File: src/rtl/uart_rx_fifo.sv
// ============================================================================
// Module  : uart_rx_fifo
// Purpose : 8N1 UART receiver with oversampled start/bit detection feeding a
//           small byte FIFO with overflow and framing-error reporting.
// Revision: 1.0
// ============================================================================
`default_nettype none

module uart_rx_fifo #(
   parameter int SAMPLE_MULTIPLIER = 8,
   parameter int FIFO_DEPTH        = 4
) (
   input  logic                          clk,
   input  logic                          rst,
   input  logic                          clken,
   input  logic                          rx,
   output logic [7:0]                    rd_data,
   output logic                          rd_valid,
   input  logic                          rd_ready,
   output logic [$clog2(FIFO_DEPTH):0]   level,
   output logic                          frame_err,
   output logic                          overflow,
   input  logic                          clr_err
);

   localparam int CNT_W = $clog2(SAMPLE_MULTIPLIER);
   localparam int PTR_W = $clog2(FIFO_DEPTH);
   localparam int LVL_W = PTR_W + 1;

   localparam logic [CNT_W-1:0] MID_CNT  = CNT_W'(SAMPLE_MULTIPLIER / 2 - 1);
   localparam logic [CNT_W-1:0] LAST_CNT = CNT_W'(SAMPLE_MULTIPLIER - 1);
   localparam logic [LVL_W-1:0] FULL_LVL = LVL_W'(FIFO_DEPTH);

   localparam logic [1:0] S_IDLE  = 2'd0;
   localparam logic [1:0] S_START = 2'd1;
   localparam logic [1:0] S_DATA  = 2'd2;
   localparam logic [1:0] S_STOP  = 2'd3;

   logic             rx_meta_q, rx_s_q;
   logic [1:0]       state_q, state_d;
   logic [CNT_W-1:0] cnt_q, cnt_d;
   logic [2:0]       bitpos_q, bitpos_d;
   logic [7:0]       shift_q, shift_d;
   logic             armed_q, armed_d;
   logic             frame_err_q, frame_err_d;
   logic             push;

   logic [7:0]       mem [FIFO_DEPTH];
   logic [PTR_W-1:0] wr_ptr_q, wr_ptr_d;
   logic [PTR_W-1:0] rd_ptr_q, rd_ptr_d;
   logic [LVL_W-1:0] level_q, level_d;
   logic             overflow_q, overflow_d;
   logic             pop, full, wr_en;

   always_ff @(posedge clk or posedge rst) begin
      if (rst) begin
         rx_meta_q <= 1'b1;
         rx_s_q    <= 1'b1;
      end else begin
         rx_meta_q <= rx;
         rx_s_q    <= rx_meta_q;
      end
   end

   // Receiver state register
   always_ff @(posedge clk or posedge rst) begin
      if (rst) begin
         state_q     <= S_IDLE;
         cnt_q       <= '0;
         bitpos_q    <= '0;
         shift_q     <= '0;
         armed_q     <= 1'b1;
         frame_err_q <= 1'b0;
      end else begin
         state_q     <= state_d;
         cnt_q       <= cnt_d;
         bitpos_q    <= bitpos_d;
         shift_q     <= shift_d;
         armed_q     <= armed_d;
         frame_err_q <= frame_err_d;
      end
   end

   // armed_q blocks a new start until the line has been seen high after a framing error
   always_comb begin
      state_d  = state_q;
      cnt_d    = cnt_q;
      bitpos_d = bitpos_q;
      shift_d  = shift_q;
      armed_d  = armed_q;
      if (clken) begin
         case (state_q)
            S_IDLE: begin
               if (rx_s_q) begin
                  armed_d = 1'b1;
               end else if (armed_q) begin
                  state_d = S_START;
                  cnt_d   = '0;
               end
            end
            S_START: begin
               if (cnt_q == MID_CNT) begin
                  cnt_d = '0;
                  if (!rx_s_q) begin
                     state_d  = S_DATA;
                     bitpos_d = '0;
                  end else begin
                     state_d = S_IDLE;
                  end
               end else begin
                  cnt_d = cnt_q + CNT_W'(1);
               end
            end
            S_DATA: begin
               if (cnt_q == LAST_CNT) begin
                  shift_d[bitpos_q] = rx_s_q;
                  cnt_d             = '0;
                  if (bitpos_q == 3'd7) begin
                     state_d = S_STOP;
                  end else begin
                     bitpos_d = bitpos_q + 3'd1;
                  end
               end else begin
                  cnt_d = cnt_q + CNT_W'(1);
               end
            end
            default: begin
               if (cnt_q == LAST_CNT) begin
                  state_d = S_IDLE;
                  cnt_d   = '0;
                  if (!rx_s_q) begin
                     armed_d = 1'b0;
                  end
               end else begin
                  cnt_d = cnt_q + CNT_W'(1);
               end
            end
         endcase
      end
   end

   always_comb begin
      push        = 1'b0;
      frame_err_d = 1'b0;
      if (clken && (state_q == S_STOP) && (cnt_q == LAST_CNT)) begin
         push        = rx_s_q;
         frame_err_d = !rx_s_q;
      end
   end

   assign frame_err = frame_err_q;

   // A pop frees a slot in the same cycle, so push into a full FIFO is legal then
   assign rd_valid = (level_q != '0);
   assign pop      = rd_valid & rd_ready;
   assign full     = (level_q == FULL_LVL);
   assign wr_en    = push & (!full | pop);

   always_comb begin
      wr_ptr_d   = wr_en ? wr_ptr_q + PTR_W'(1) : wr_ptr_q;
      rd_ptr_d   = pop   ? rd_ptr_q + PTR_W'(1) : rd_ptr_q;
      level_d    = level_q;
      case ({wr_en, pop})
         2'b10:   level_d = level_q + LVL_W'(1);
         2'b01:   level_d = level_q - LVL_W'(1);
         default: level_d = level_q;
      endcase
      overflow_d = overflow_q;
      if (push && full && !pop) begin
         overflow_d = 1'b1;
      end else if (clr_err) begin
         overflow_d = 1'b0;
      end
   end

   always_ff @(posedge clk or posedge rst) begin
      if (rst) begin
         wr_ptr_q   <= '0;
         rd_ptr_q   <= '0;
         level_q    <= '0;
         overflow_q <= 1'b0;
      end else begin
         wr_ptr_q   <= wr_ptr_d;
         rd_ptr_q   <= rd_ptr_d;
         level_q    <= level_d;
         overflow_q <= overflow_d;
      end
   end

   always_ff @(posedge clk) begin
      if (wr_en) begin
         mem[wr_ptr_q] <= shift_q;
      end
   end

   assign rd_data  = mem[rd_ptr_q];
   assign level    = level_q;
   assign overflow = overflow_q;

endmodule

`default_nettype wire

File: config.mk
export PLATFORM = sky130hd
export DESIGN_NAME = uart_rx_fifo
export DESIGN_NICKNAME = d
export VERILOG_FILES = /design/src/rtl/uart_rx_fifo.sv
export SDC_FILE = /design/constraint.sdc
export NUM_CORES = 1
export LEC_CHECK = 0
export ABC_CLOCK_PERIOD_IN_PS = 4500
export CAP_MARGIN = 40
export CORE_UTILIZATION = 60
export CTS_CLUSTER_SIZE = 40
export DETAILED_ROUTE_END_ITERATION = 16
export GPL_TIMING_DRIVEN = 0
export PLACE_DENSITY = 0.8
export SLEW_MARGIN = 20
export SYNTH_ARGS = -nofsm -noshare
export SYNTH_HDL_FRONTEND = slang
export SYNTH_SLANG_ARGS = --single-unit
File: constraint.sdc
create_clock -name clk -period 4.5 [get_ports clk]
set_clock_uncertainty 0.2 [all_clocks]
set_input_delay 0.675 -clock clk [delete_from_list [all_inputs] [get_ports clk]]
set_output_delay 0.675 -clock clk [all_outputs]
set_load 0.1 [all_outputs]
==> key figures, run 1 <==
Run status
  • Outcome: finished, final reports clean

Clocking
  • Worst-Skew Late Latency: 0.33 ns
  • CTS tree: yes
  • Hold_buf cts: 0
  • Post-CTS resize count: 0
  • Clock tree sinks: 60
  • Reg clk slew, reported paths: 0.06 ns
  • TritonCTS Buffers: 9
  • Root buffer cell: clkbuf_8
  • CTS H-tree lvls: 3
  • Max clock buf depth: 2
  • Post-CTS setup buffers: 0

Power
  • Worst vdd rail ir drop: 0.3341 mV
  • Overall Power: 2.314 mW
  • Power Density: 687.7 nW/um2
  • Cell leakage power: 1.405 nW

STA
  • Fmax: 326.0 MHz
  • RSZ-0062 raised after global routing: no
  • Slew @ Worst Pin: 0.5706 ns
  • Final WS setup: 1.433 ns
  • Hold Vio Cnt, Final: 0
  • Fin crit share: 68.16%
  • Tmin final: 3.067 ns
  • Slew Viols, Final: 0
  • Final setup vio count: 0
  • Setup TNS: 0 ns
  • Rel. slew slack: 61.92%

GRT
  • Maximum number of pins on one net before global-route repair: 16
  • Total GRT Usage: 23.19%
  • Antenna violations before repair: 0
  • Gr ovfl total: 0
  • Vias in the first global route: 1777
  • First-pass GRT wire length: 8.404 mm

Critical path
  • Buf+Inv Stages, Crit Path: 3
  • WP data arrival: 2.19 ns
  • Max incr delay on CP: 0.55 ns
  • Slowest stage cell on the critical path: mux4_2
  • Critical Path RT: 3.62 ns
  • Crit end category: primary output
  • Cell family with most CP delay: buffers and inverters
  • CP max FO: 10
  • Startpoint types: flop
  • Worst Path Class, Setup: reg -> out
  • Worst-path cell chain: buf_2 -> mux4_2 -> clkdlybuf4s50_1 -> buf_8

Detailed routing
  • DR vias: 1687
  • DRT Wirelength: 4.932 mm
  • Residual DRC count: 0
  • Initial drt markers: 80
  • Avg WL per Cell: 16.72 um
  • DR pass1 iterations: 4
  • Routed Antenna Nets: 0
  • Vias per cell: 5.719

Layout
  • Non-filler cells, final: 295
  • Layout cell share with drive strength beyond 1: 20.99%
  • Cell area after layout: 3364 um2
  • Syn-to-layout area delta: 24.03%
  • Nets@finish: 259
  • N_diodes: 0

Floorplanning
  • DIE WIDTH: 69.24 um
  • Die Ht: 69.24 um
  • Initial Util: 62.30%
  • Core area: 4354 um2
  • Io pins: 20
  • # rows: 24
  • Die area: 4794 um2

Yosys
  • Mean Syn Cell Area: 14.05 um2
  • Post-Synthesis Cells: 193
  • Synth Cell Area: 2713 um2
  • Seq/Total Area, Yosys: 61.39%
  • EDFF count, synth: 32
  • Post-synthesis cell type count: 41
  • Synth Flop Type: edfxtp_1
  • Post-Syn Nets: 214
  • #FFs+latches synth: 60
  • YS warnings: 0
  • Synth async-reset ratio: 46.67%

Flow run
  • MaxCap Viol Count: 0

Placement
  • Placed insts: 279
  • Routability Congestion: 0.7525
  • Place WS: 1.355 ns
  • Placed wire-length estimate: 3.519 mm
  • # port buffers: 19
  • Cell area after placement: 3193 um2

Hold path
  • Hold/Removal Path Class: reg -> reg
## state kept, by name, summed over array words and instances, names as in the netlist
name	count
wr_ptr_q	2
bitpos_q	3
mem	32
level	3
shift_q	8
state_q	2
armed_q	1
frame_err	1
rx_meta_q	1
rd_ptr_q	2
rx_s_q	1
cnt_q	3
overflow	1
## worst reg2reg max path: stages, from the launching register on
cell,delay (ns)
dfrtp_1,0.39
ha_1,0.24
ha_1,0.18
buf_2,0.17
nand4_4,0.15
nand2_1,0.11
fa_1,0.44
or3_1,0.40
and3_1,0.19
a211o_1,0.22
## final timing paths
kind | start | to | slack [ns] | depth (start not counted)
worst max-delay path | rd_ptr_q[0] | rd_data[7] | 1.43 | 4
worst min-delay path | rx_meta_q | rx_s_q | 0.16 | 0
worst max register to register | cnt_q[0] | level[2] | 1.70 | 9
worst min register to register | rx_meta_q | rx_s_q | 0.16 | 0
max in group asynchronous | rst | shift_q[4] | 3.08 | 3
min in group asynchronous | rst | frame_err | 0.51 | 2
## cell type report
| type | instances | area (um2) |
|---|---|---|
| clock inverter | 2 | 8.758 |
| tap | 52 | 65.06 |
| fill | 262 | 989.7 |
| buffer | 4 | 17.52 |
| inverter | 15 | 56.30 |
| clock buffer | 14 | 162.7 |
| sequential | 60 | 1665 |
| multi-input combinational | 114 | 973.4 |
| timing repair buffer | 34 | 415.4 |
## cells by family (layout without fill, tap and decap cells)
family	Yosys count	in the layout	share of synthesized area (%)
AND/OR/NAND/NOR	51	51	10.19
adder cells (fa/ha/maj)	15	15	7.196
buffers and inverters	19	69	2.721
multiplexers	18	18	10.70
AO/OA/AOI/OAI	26	26	6.504
flip-flops	60	60	61.39
XOR/XNOR	4	4	1.292
## cell usage after synthesis, types with 2 or more instances
library cell | instances | area, um2
edfxtp_1 | 32 | 960.9
dfrtp_1 | 25 | 625.6
inv_1 | 15 | 56.30
ha_1 | 14 | 175.2
nor2_1 | 11 | 41.29
nand2_1 | 10 | 37.54
mux2_2 | 8 | 90.09
mux4_2 | 8 | 180.2
o21ai_0 | 7 | 35.03
nand2b_1 | 6 | 37.54
a21oi_1 | 5 | 25.02
and2_1 | 4 | 25.02
nand3_1 | 4 | 20.02
nor3_1 | 4 | 20.02
a22o_1 | 3 | 26.28
dfstp_2 | 3 | 78.83
nor2b_1 | 3 | 18.77
or3_1 | 3 | 18.77
xnor2_1 | 3 | 26.28
buf_2 | 2 | 10.01
mux2i_1 | 2 | 20.02
nand4b_1 | 2 | 17.52
## power by group
group	switching (mW)	total (mW)	internal, mW
sequential	0.0821	0.743	0.661
combinational	0.706	1.15	0.444
clock	0.193	0.421	0.228
total	0.981	2.31	1.33
## layout by cell type, fill, tap and decap left out, drive strengths merged
| master | n |
|---|---|
| inv | 15 |
| mux2i | 2 |
| clkinv | 2 |
| a31oi | 2 |
| nor2 | 11 |
| buf | 18 |
| a211o | 1 |
| nand3 | 4 |
| a22o | 3 |
| and2 | 4 |
| mux4 | 8 |
| o41a | 1 |
| ha | 14 |
| xor2 | 1 |
| nand2b | 6 |
| clkbuf | 15 |
| clkdlybuf4s50 | 19 |
| xnor2 | 3 |
| a21oi | 5 |
| a21boi | 1 |
| o21ai | 8 |
| a211oi | 1 |
| nor3 | 4 |
| mux2 | 8 |
| o221ai | 1 |
| nand2 | 10 |
| nand4 | 2 |
| and3 | 1 |
| or3 | 3 |
| fa | 1 |
| edfxtp | 32 |
| dfrtp | 25 |
| o31a | 1 |
| o22ai | 1 |
| or2 | 1 |
| nand4b | 2 |
| a21o | 1 |
| nor2b | 3 |
| dfstp | 3 |
## routing by layer
| layer | GRT usage (%) | routed length [um] | up-vias |
|---|---|---|---|
| li1 | - | - | 789 |
| met1 | 28.54 | 2021 | 849 |
| met2 | 39.16 | 2614 | 39 |
| met3 | 4.506 | 199 | 10 |
| met4 | 11.79 | 96 | 0 |
| met5 | 0 | 0 | - |
## per-stage QoR
step                      util [%]  hold WS, ns
after floorplan                  -       0.1452
after global placement       68.16       0.1459
after detailed placement     73.33       0.1487
after CTS                    77.27       0.1576
after global routing         77.27       0.1647
final                        77.27       0.1568
No activity file was read; power rests on OpenSTA's default activity.
==> run 2, diff against run 1 <==
- ABC_CLOCK_PERIOD_IN_PS: 4500 -> 2900
- CORE_UTILIZATION: 60 -> 58
- PLACE_DENSITY: 0.8 -> 0.78
- clock period: 4.5 -> 2.9 ns (I/O delays scaled with it)
==> key figures, run 2 (same netlist as run 1, synthesis figures left out) <==
GRT
  • Antenna violations before repair: 0
  • Vias in the first global route: 1737
  • Maximum number of pins on one net before global-route repair: 17
  • Total GRT Usage: 22.75%
  • First-pass GRT wire length: 8.259 mm
  • Gr ovfl total: 0

Power
  • Cell leakage power: 1.410 nW
  • Worst vdd rail ir drop: 0.5407 mV
  • Power Density: 1087 nW/um2
  • Overall Power: 3.678 mW

Critical path
  • Slowest stage cell on the critical path: clkdlybuf4s50_1
  • Cell family with most CP delay: buffers and inverters
  • WP data arrival: 2.13 ns
  • R2R Path Start: cnt_q[0]
  • Reg2reg path depth: 9
  • CP max FO: 9
  • CP Launch Point: rd_ptr_q[1]
  • Worst-path cell chain: buf_1 -> mux4_2 -> clkdlybuf4s50_1 -> buf_8
  • Startpoint types: flop
  • Max incr delay on CP: 0.48 ns
  • Buf+Inv Stages, Crit Path: 3
  • Worst Path Class, Setup: reg -> out
  • Critical Path RT: 2.27 ns
  • Crit end category: primary output
  • Critical path depth in cells: 4

Hold path
  • Hold/Removal Path Class: reg -> reg
  • Min-delay src: rx_meta_q
  • Worst hold stages: 0

Floorplanning
  • Die Ht: 70.39 um
  • # rows: 24
  • Core area: 4414 um2
  • Initial Util: 61.45%
  • DIE WIDTH: 70.39 um
  • Die area: 4954 um2
  • Io pins: 20

Clocking
  • CTS H-tree lvls: 3
  • Post-CTS setup buffers: 0
  • Hold_buf cts: 0
  • Clock tree sinks: 60
  • Root buffer cell: clkbuf_8
  • TritonCTS Buffers: 9
  • Reg clk slew, reported paths: 0.07 ns
  • Max clock buf depth: 2
  • Worst-Skew Late Latency: 0.34 ns
  • CTS tree: yes

STA
  • Fin crit share: 95.42%
  • Rel. slew slack: 55.94%
  • Tmin final: 2.767 ns
  • Final setup vio count: 0
  • Hold Vio Cnt, Final: 0
  • Slew @ Worst Pin: 0.6602 ns
  • RSZ-0062 raised after global routing: no
  • Fmax: 361.4 MHz
  • Slew Viols, Final: 0
  • Final WS setup: 0.1328 ns

Layout
  • Max reg flops: 32
  • Commonest non-fill, non-tap cell in the layout: edfxtp_1
  • Top reg by flops: mem
  • Fillcell total: 252
  • Syn-to-layout area delta: 24.68%
  • Largest registers: mem x32, shift_q x8
  • N_diodes: 0
  • Most frequent cells in the layout: edfxtp_1, dfrtp_1, clkdlybuf4s50_1
  • Layout cell share with drive strength beyond 1: 22.22%
  • Nets@finish: 259

Placement
  • Routability Congestion: 0.7602
  • # port buffers: 19
  • Place WS: -0.01883 ns
  • Placed wire-length estimate: 3.583 mm

Flow run
  • MaxCap Viol Count: 0

Run status
  • Outcome: finished, final reports clean

Detailed routing
  • Wl on met1: 2.124 mm
  • Top sig layer: met4
  • Routed length on met3: 168 um
  • Avg WL per Cell: 16.95 um
  • DRT Wirelength: 5.000 mm
  • Vias per cell: 5.715
  • WL met2: 2.615 mm
  • Residual DRC count: 0
  • Initial drt markers: 208
  • DR pass1 iterations: 5
  • Routed Antenna Nets: 0
  • DR vias: 1686
## run 2: final timing paths
| check | to | slack, ns |
|---|---|---|
| max | rd_data[3] | 0.13 |
| min | rx_s_q | 0.16 |
| max reg2reg | level[2] | 0.14 |
| min reg2reg | rx_s_q | 0.16 |
| max in group asynchronous | armed_q | 1.60 |
| min in group asynchronous | rd_ptr_q[1] | 0.29 |
## run 2: metrics by stage
step / std cells / cell area (um2) / hold WS [ns] / TNS [ns] / utilization [%]
global placement: 264 / 2968 / 0.1465 / 0 / 67.23
finish: 295 / 3382 / 0.1564 / 0 / 76.62
detailed placement: 279 / 3193 / 0.1472 / -0.01883 / 72.34
global route: 295 / 3382 / 0.1622 / 0 / 76.62
CTS: 295 / 3377 / 0.1558 / 0 / 76.50
floorplan: 193 / 2713 / 0.1452 / 0 / -
## run 2: routing by layer
| metal | up-vias | global-route usage (%) |
|---|---|---|
| met2 | 32 | 35.34 |
| li1 | 794 | - |
| met1 | 847 | 28.71 |
| met3 | 13 | 8.225 |
| met4 | 0 | 10.00 |
| met5 | - | 0 |
## run 2: what timing repair did
item | CTS | global route
endpoints found under the setup margin | 0 | 4
resized for setup | 0 | 2
endpoints found under the hold margin | 0 | 0
## run 2: area by class of cell
type,instances,area [um2],area share (%)
plain buffers,4,20.02,0.5919
clock buffers,11,131.4,3.885
clock inverters,5,52.55,1.554
inverters,15,56.30,1.665
multi-input cells,114,975.9,28.86
flip-flops and latches,60,1665,49.24
well taps,52,65.06,1.924
repair buffers,34,415.4,12.28
## run 2: worst register-to-register path, delay by kind of cell (launching register included)
kind	cells	cell delay, ns
adders and majority gates	3	0.82
DFF	1	0.39
and+or+nand+nor	4	0.83
buffers and inverters	1	0.18
AOI/OAI and AO/OA	1	0.23
## run 2: power breakdown
| group | switching [mW] | internal [mW] |
|---|---|---|
| Clock | 0.318 | 0.392 |
| Sequential | 0.128 | 1.02 |
| Combinational | 1.11 | 0.705 |
| Total | 1.56 | 2.12 |
==> run 3, diff against run 2 <==
- CORE_UTILIZATION: 58 -> 47
- CTS_CLUSTER_DIAMETER: unset -> 40
- PLACE_DENSITY: 0.78 -> 0.65
==> key figures, run 3 (same netlist as run 1, synthesis figures left out) <==
Hold path
  • Hold/Removal Path Class: reg -> reg
  • Worst hold stages: 0

Floorplanning
  • # rows: 27
  • Io pins: 20
  • Die area: 6079 um2
  • Die Ht: 77.97 um
  • DIE WIDTH: 77.97 um
  • Core area: 5540 um2
  • Initial Util: 48.96%

Layout
  • Most frequent cells in the layout: edfxtp_1, dfrtp_1, clkdlybuf4s50_1
  • Nets@finish: 258
  • Final Core Density: 61.68%
  • N_diodes: 0
  • Top reg by flops: mem
  • Commonest non-fill, non-tap cell in the layout: edfxtp_1
  • Syn-to-layout area delta: 25.97%
  • Layout cell share with drive strength beyond 1: 21.07%
  • Non-filler cells, final: 314
  • Largest registers: mem x32, shift_q x8
  • Max reg flops: 32

Critical path
  • Reg2reg setup slack: 0.11 ns
  • WP data arrival: 2.81 ns
  • Startpoint types: flop
  • Worst Path Class, Setup: reg -> reg
  • CP max FO: 8
  • Crit end category: flop
  • Critical Path RT: 2.91 ns
  • Reg2reg path depth: 9

STA
  • Tmin final: 2.793 ns
  • Setup TNS: 0 ns
  • Rel. slew slack: 65.28%
  • Slew @ Worst Pin: 0.5174 ns
  • Fmax: 358.1 MHz
  • Final setup vio count: 0
  • Slew Viols, Final: 0
  • Fin crit share: 96.29%
  • Hold Vio Cnt, Final: 0
  • RSZ-0062 raised after global routing: no

Power
  • Worst vdd rail ir drop: 0.5109 mV
  • Power Density: 1066 nW/um2
  • Cell leakage power: 1.416 nW

Placement
  • Placed wire-length estimate: 3.476 mm
  • Placed insts: 299
  • # port buffers: 19
  • Routability Congestion: 0.8061

GRT
  • Total GRT Usage: 17.72%
  • Maximum number of pins on one net before global-route repair: 20
  • First-pass GRT wire length: 7.962 mm
  • Antenna violations before repair: 0
  • Vias in the first global route: 1724
  • Gr ovfl total: 0

Run status
  • Outcome: finished, final reports clean

Detailed routing
  • Routed Antenna Nets: 0
  • DR vias: 1674
  • DR pass1 iterations: 4
  • Initial drt markers: 78
  • Wl on met1: 2.024 mm
  • Routed length on met3: 145 um
  • Avg WL per Cell: 15.27 um
  • Residual DRC count: 0
  • WL met2: 2.558 mm
  • DRT Wirelength: 4.796 mm
  • Vias per cell: 5.331
  • Top sig layer: met4

Flow run
  • MaxCap Viol Count: 0

Clocking
  • Clock tree sinks: 60
  • CTS H-tree lvls: 3
  • Root buffer cell: clkbuf_8
  • Hold_buf cts: 0
  • CTS tree: yes
  • Worst-Skew Late Latency: 0.33 ns
  • Reg clk slew, reported paths: 0.06 ns
  • TritonCTS Buffers: 9
  • Max clock buf depth: 2
-- run 3: what timing repair did --
action,4_1_cts,5_1_grt
setup buffers,0,0
gates resized for setup,0,1
endpoints found under the setup margin,0,1
-- run 3: layout make-up --
cell class                      count  area (um2)
Sequential cell                    60        1665
Clock inverter                      3       38.79
Clock buffer                       13       148.9
Multi-Input combinational cell    114       973.4
Inverter                           15       56.30
Buffer                              3       16.27
Timing Repair Buffer               34       427.9
Tap cell                           72       90.09
Fill cell                         424        2123
-- run 3: worst max-delay path, stage by stage, from the launching register on --
cell     delay (ns)
dfrtp_1        0.40
ha_1           0.24
ha_1           0.18
buf_2          0.18
nand4_4        0.15
nand2_1        0.11
fa_1           0.44
or3_1          0.38
and3_1         0.18
a211o_1        0.23
-- run 3: routing by layer --
metal  track usage [%]  up-vias
met3             3.882        7
met2             31.24       35
met1             20.47      836
li1                  -      796
met5                 0        -
met4             8.333        0
-- run 3: power by group --
part / total, mW / switching [mW] / internal [mW]
clock network: 0.714 / 0.297 / 0.417
registers: 1.17 / 0.148 / 1.03
logic: 1.76 / 1.07 / 0.690
total: 3.64 / 1.51 / 2.13
-- run 3: worst paths after layout --
| check | endpoint | startpoint |
|---|---|---|
| min in group asynchronous | state_q[0] | rst |
| worst max-delay path | level[2] | cnt_q[0] |
| worst min register to register | rx_s_q | rx_meta_q |
| worst min-delay path | rx_s_q | rx_meta_q |
| max in group asynchronous | armed_q | rst |
| worst max register to register | level[2] | cnt_q[0] |
-- run 3: metrics by stage --
stage | hold slack [ns] | total power, mW | instance area (um2) | setup WS, ns
2_1_floorplan | 0.1452 | 2.343 | 2713 | 0.07800
3_3_place_gp | 0.1462 | 2.600 | 2993 | 0.09193
3_5_place_dp | 0.1472 | 2.960 | 3231 | 0.01120
4_1_cts | 0.1554 | 3.674 | 3418 | 0.03776
5_1_grt | 0.1578 | 3.824 | 3417 | 0.007595
6_report | 0.1549 | 3.643 | 3417 | 0.1075
